==> src/rtl/instruction_fetch_mem.sv <==
// instruction_fetch_mem: byte-loadable instruction memory with a 1-cycle registered fetch port.
// Define IMEM_FAULT_EN to flag misaligned/out-of-range fetches instead of wrapping addresses.
module instruction_fetch_mem #(
  parameter int DEPTH_BYTES = 256,
  parameter int INST_BYTES = 4,
  parameter bit BIG_ENDIAN = 1
) (
  input  logic                    clk,
  input  logic                    rst_n,
  input  logic                    req_valid,
  output logic                    req_ready,
  input  logic [31:0]             req_pc,
  output logic                    rsp_valid,
  input  logic                    rsp_ready,
  output logic [8*INST_BYTES-1:0] rsp_inst,
  output logic                    rsp_fault,
  input  logic                    ld_en,
  input  logic [31:0]             ld_addr,
  input  logic [7:0]              ld_data,
  output logic [31:0]             fetch_cnt
);
  localparam int AW = DEPTH_BYTES > 1 ? $clog2(DEPTH_BYTES) : 1;
  localparam int W = 8 * INST_BYTES;
  typedef enum logic {EMPTY, FULL} state_t;
  state_t state, state_nx;
  logic [7:0] mem [DEPTH_BYTES] = '{default: 8'h00};
  logic accept, fault;
  logic [W-1:0] inst_raw;
  assign rsp_valid = state == FULL;
  assign req_ready = rst_n && !ld_en && (!rsp_valid || rsp_ready);
  assign accept = req_valid && req_ready;
  // Byte addresses wrap modulo the array size; with fault detection the wrapped data is discarded.
  always_comb begin
    inst_raw = '0;
    for (int i = 0; i < INST_BYTES; i++)
      inst_raw[8*(BIG_ENDIAN ? INST_BYTES-1-i : i) +: 8] = mem[AW'((req_pc + 32'(i)) % 32'(DEPTH_BYTES))];
  end
`ifdef IMEM_FAULT_EN
  assign fault = ((req_pc % 32'(INST_BYTES)) != 32'd0) || (({1'b0, req_pc} + 33'(INST_BYTES)) > 33'(DEPTH_BYTES));
`else
  assign fault = 1'b0;
`endif
  always_comb begin
    state_nx = accept ? FULL : (rsp_valid && rsp_ready) ? EMPTY : state;
  end
  always_ff @(posedge clk or negedge rst_n) begin
    if (!rst_n) begin
      state <= EMPTY;
      rsp_inst <= '0;
      rsp_fault <= 1'b0;
      fetch_cnt <= '0;
    end else begin
      state <= state_nx;
      if (accept) begin
        rsp_inst <= fault ? '0 : inst_raw;
        rsp_fault <= fault;
        fetch_cnt <= fetch_cnt + 32'd1;
      end
    end
  end
  always_ff @(posedge clk) begin
    if (ld_en && ld_addr < 32'(DEPTH_BYTES)) mem[AW'(ld_addr)] <= ld_data;
  end
endmodule

==> config.mk <==
export PLATFORM = sky130hd
export DESIGN_NAME = instruction_fetch_mem
export DESIGN_NICKNAME = d
export VERILOG_FILES = /design/src/rtl/instruction_fetch_mem.sv
export SDC_FILE = /design/constraint.sdc
export NUM_CORES = 2
export LEC_CHECK = 0
export BUFFER_PORTS_ARGS = -buffer_cell sky130_fd_sc_hd__buf_2
export CAP_MARGIN = 20
export CORE_MARGIN = 10
export CORE_UTILIZATION = 47
export DETAILED_ROUTE_END_ITERATION = 8
export PLACE_DENSITY = 0.7
export SYNTH_ARGS = -nofsm -noshare
export SYNTH_HDL_FRONTEND = slang
export SYNTH_SLANG_ARGS = --single-unit
==> constraint.sdc <==
create_clock -name clk -period 4.5 [get_ports clk]
set_clock_uncertainty 0.1 [all_clocks]
set_input_delay 0.225 -clock clk [delete_from_list [all_inputs] [get_ports clk]]
set_output_delay 0.225 -clock clk [all_outputs]
set_load 0.01 [all_outputs]
## After elaboration in Yosys (flattened, before gate mapping)

Memories as Yosys holds them, arrays and structs flattened. A register that Yosys moved wholly into a read port is not among the register bits.
Index checks and enable logic that the tools add are counted.

- Output and inout port bits: 67
- RAM bits: 2048
- Flip-flop bits (word level): 33
- Word-level logic and storage cells: 25
- Memories: 1

- Order comparisons: 1
- Reduce and logical (&&, ||, !) cells: 13
- $add $sub $neg: 4
- Multiplexer cells: 4

Memories:

| name | words | bits a word | read ports | clocked after Yosys merged registers in | write ports | line | RTL |
|---|---|---|---|---|---|---|---|
| mem | 256 | 8 | 4 | 4 | 1 | 26 | `logic [7:0] mem [DEPTH_BYTES] = '{default: 8'h00};` |

Operators by type and width:

| operator | count |
|---|---|
| $add A32 B1 Y32 const B | 1 |
| $lt A32 B9 Y1 const B | 1 |
| $add A8 B2 Y8 const B | 2 |
| $add A8 B1 Y8 const B | 1 |
| $logic_not A1 Y1 | 6 |
| $logic_and A1 B1 Y1 | 5 |
| $mux W1 | 4 |
| $reduce_bool A2 Y1 | 1 |
| $logic_or A1 B1 Y1 | 1 |

## Longest topological paths before layout

- Word-level depth: 5
- Mapped depth: 21

## Worst setup path before layout

OpenSTA, ideal clock, no wires.

- Kind: input port to flip-flop
- From: in req_pc[1]
- To: reg rsp_inst[4] (read register of mem)
- Library setup time: 125 ps
- Stages: 20
- Path slack: 363 ps
- Arrival: 3912 ps
- Data required time: 4275 ps
- Path through: buf_6 buf_4 buf_2 buf_4 buf_2 buf_4 inv_1 ha_1 buf_2 buf_2 buf_4 clkbuf_1 clkbuf_1 mux4_2 nand2_1 nand4_1 nand4_1 o22ai_1 o32ai_1 nor2_1

- Cells in the longest elaborated chain, start to end: 1

RTL lines:

| element | line | RTL |
|---|---|---|
| from (decl) | 12 | `input logic [31:0] req_pc,` |
| $add A8 B2 Y8 | 36 | `inst_raw[8*(BIG_ENDIAN ? INST_BYTES-1-i : i) +: 8] = mem[AW'((req_pc + 32'(i)) % 32'(DEPTH_BYTES))];` |
| to (decl) | 15 | `output logic [8*INST_BYTES-1:0] rsp_inst,` |

Every way passes these cells.
A chain may end at the register's enable or synchronous reset.

## Final worst setup path

- From: in req_pc[0]
- To: reg rsp_inst[4] (read register of mem)

Same word-level chain as after synthesis.

==> impl_metrics.tcl <==
set metrics [dict create \
    final_nets 7669 \
    reg2reg_depth 8 \
    fillCellCount 21690 \
    yosysUniqueCellTypes 71 \
    status "complete, no violations" \
    grt_pass1_vias 85660 \
    hold_viol 0 \
    routed_wl_um 479100 \
    cts_sinks 2113 \
    startpoint "req_pc[0]" \
    clock_latency_ps 950 \
    critPathMaxFanout 35 \
    hpwl_um 317800 \
    ios 144 \
    gp_congestion 1.001 \
    synth_top_cells_by_count "mux4_2 (2310), edfxtp_1 (2048), nand2_1 (573)" \
    path_clk_slew_ps 60 \
    cts_root_buffer "clkbuf_16" \
    synthMuxAreaShare 0.4137 \
    synthAdderAreaFrac 0.0004733 \
    post_cts_buffers 0 \
    synth_edf_count 2048 \
    worst_slew_pin_slew_ps 1246 \
    r2r-start "rsp_valid" \
    finalNonFillerCells 11520 \
    cts_buffers 234 \
    yosysMostFrequentCell "mux4_2" \
    post_cts_resized 0 \
    synth_largest_area_cell "edfxtp_1" \
    drv_slew 0 \
    hold_class "primary input to flop" \
    postLayoutCellArea_mm2 0.1480 \
    fp.dieW_um 550.3 \
    first_iter_violations 16350 \
    fin_crit_sh 0.8609 \
    min_to "mem[234][4]" \
    portBuffers 118 \
    synth_top_area_frac 0.4652 \
    cts_hold_buf 15 \
    setup.worst_path.start_class "primary input" \
    cts_tree "built" \
    syn_inst 7279 \
    ant_nets 0 \
    start_util 0.4727 \
    holdPathStages 4 \
    period_needed_ps 3874 \
    synth_top_family_by_area "multiplexers" \
    finish.utilization 0.5292 \
    dp.cells 11060 \
    crit_type "primary input to flop" \
    place_ws_ps -112.0 \
    syn_nets 7361 \
    yosysWarnings 0 \
    drc_errors 0 \
    power_density_mw_per_mm2 344.5 \
    synthFlopType "edfxtp_1" \
    total_power_mw 50.97 \
    r2r-end "rsp_inst[4]" \
    overflow 0 \
    fin_ws_ps 626.0 \
    worstHoldStart "ld_addr[7]" \
    clockBufferDepth 4 \
    via_per_inst 7.798 \
    synth_xor_xnor_area_share 0.003587 \
    rsz0062_at_grt "false" \
    core-area_mm2 0.2796 \
    arrival_ps 4580 \
    grt_pass1_wl_um 663600 \
    total_leakage_power_nw 47.18 \
    die-area_mm2 0.3029 \
    grt_start_max_net_pins 150 \
    wl_per_cell_um 41.59 \
    drv_cap 0 \
    synth_area_per_cell_um2 18.16 \
    routed-via-count 89840 \
    reg2reg_slack_ps 930 \
    fp-row-count 194 \
    setup_viol 0 \
    fp.dieH_um 550.3 \
    synthesis.area_mm2 0.1322 \
    synth-seq-area-share 0.4776 \
    place_area_mm2 0.1400 \
    endpoint_kind "flop" \
    synth_compound_area_frac 0.02867 \
    drive_above_1_share 0.4534 \
    vdd_drop_max_uv 341.8 \
    yosys.area_share.simple 0.04203 \
    fmax_mhz 258.1 \
    synthTopCellsByArea "edfxtp_1 (47%), mux4_2 (39%), mux2i_1 (2.0%), nand2_1 (1.6%), dfrtp_1 (1.2%)" \
    relSlewSlack 0.1692 \
    ys_ff_latch 2113 \
    worst-endpoint-required_ps 5210 \
    first_pass_iters 8 \
    area_delta_synth_final_pct 11.95 \
    htree_levels 4 \
    antenna_found_initial 43 \
    postSynth.asyncResetShare 0.03076 \
    track_usage 0.3092 \
]
worst max path at each step:
stage                     cells after the start          end
after CTS                                    12  rsp_inst[4]
after global placement                       12  rsp_inst[4]
final                                        12  rsp_inst[4]
after floorplan                              20  rsp_inst[4]
after detailed placement                     12  rsp_inst[4]
after global routing                         11  rsp_inst[4]
where the power goes:
group	switching, mW	internal, mW	total (mW)
combinational	5.49	3.66	9.15
sequential	0.283	21.7	22.0
clock	8.22	11.7	19.9
total	14.0	37.0	51.0
metrics by stage:
stage	TNS [ps]	hold slack, ps
after floorplan	0	-170.6
after global placement	-145.7	-37.81
after detailed placement	-112.0	-30.06
after CTS	0	5.788
after global routing	0	65.35
final	0	66.52
layout by cell type, fill, tap and decap left out, drive strengths merged, types with 44 or more instances in the layout:
cell type,n
o21ai,79
dfrtp,65
edfxtp,2048
nand4,139
o22ai,51
mux4,2310
a221oi,89
mux2i,265
nor3,96
nand2,573
nand3,86
a21oi,56
a22oi,59
a32oi,44
clkinv,92
buf,795
clkbuf,273
nor2,281
flip-flops by register name (all words and copies together) (netlist names):
name	cells
rsp_valid	1
mem	2048
fetch_cnt	32
rsp_inst	32
layer usage:
layer	up-vias	global-route usage	share of wire
met1	46650	0.3804	0.31
met2	8500	0.4527	0.44
li1	32980	-	-
met4	28	0.2059	0.083
met5	-	0	0.00040
met3	1676	0.1238	0.16
worst max-delay path: stages:
cell and delay (ps):
buf_12 270, inv_1 140, ha_4 490, buf_12 300
buf_4 320, mux4_2 340, mux4_2 560, o22ai_1 560
o21ai_1 140, a211oi_1 830, buf_4 230, nor2_1 40
layout make-up:
type                       instances  area [um^2]  share of cell area
multi-input combinational       4406        64950              0.4389
clock inverter                   149         1743             0.01178
clock buffer                     266         6018             0.04067
antenna                           31        77.57           0.0005242
tap                             3724         4659             0.03149
timing repair buffer             817         7351             0.04967
sequential                      2113        63130              0.4266
inverter                          15        56.30           0.0003805
kinds of logic (layout without fill, tap and decap cells):
group | Yosys count | after routing
compound gates | 514 | 514
xor+xnor | 52 | 52
fa+ha+maj | 5 | 5
buf+inv | 760 | 1247
flops | 2113 | 2113
mux | 2576 | 2576
other cells | 1 | 32
simple gates | 1258 | 1258
Power figures use the tool's default switching activity.
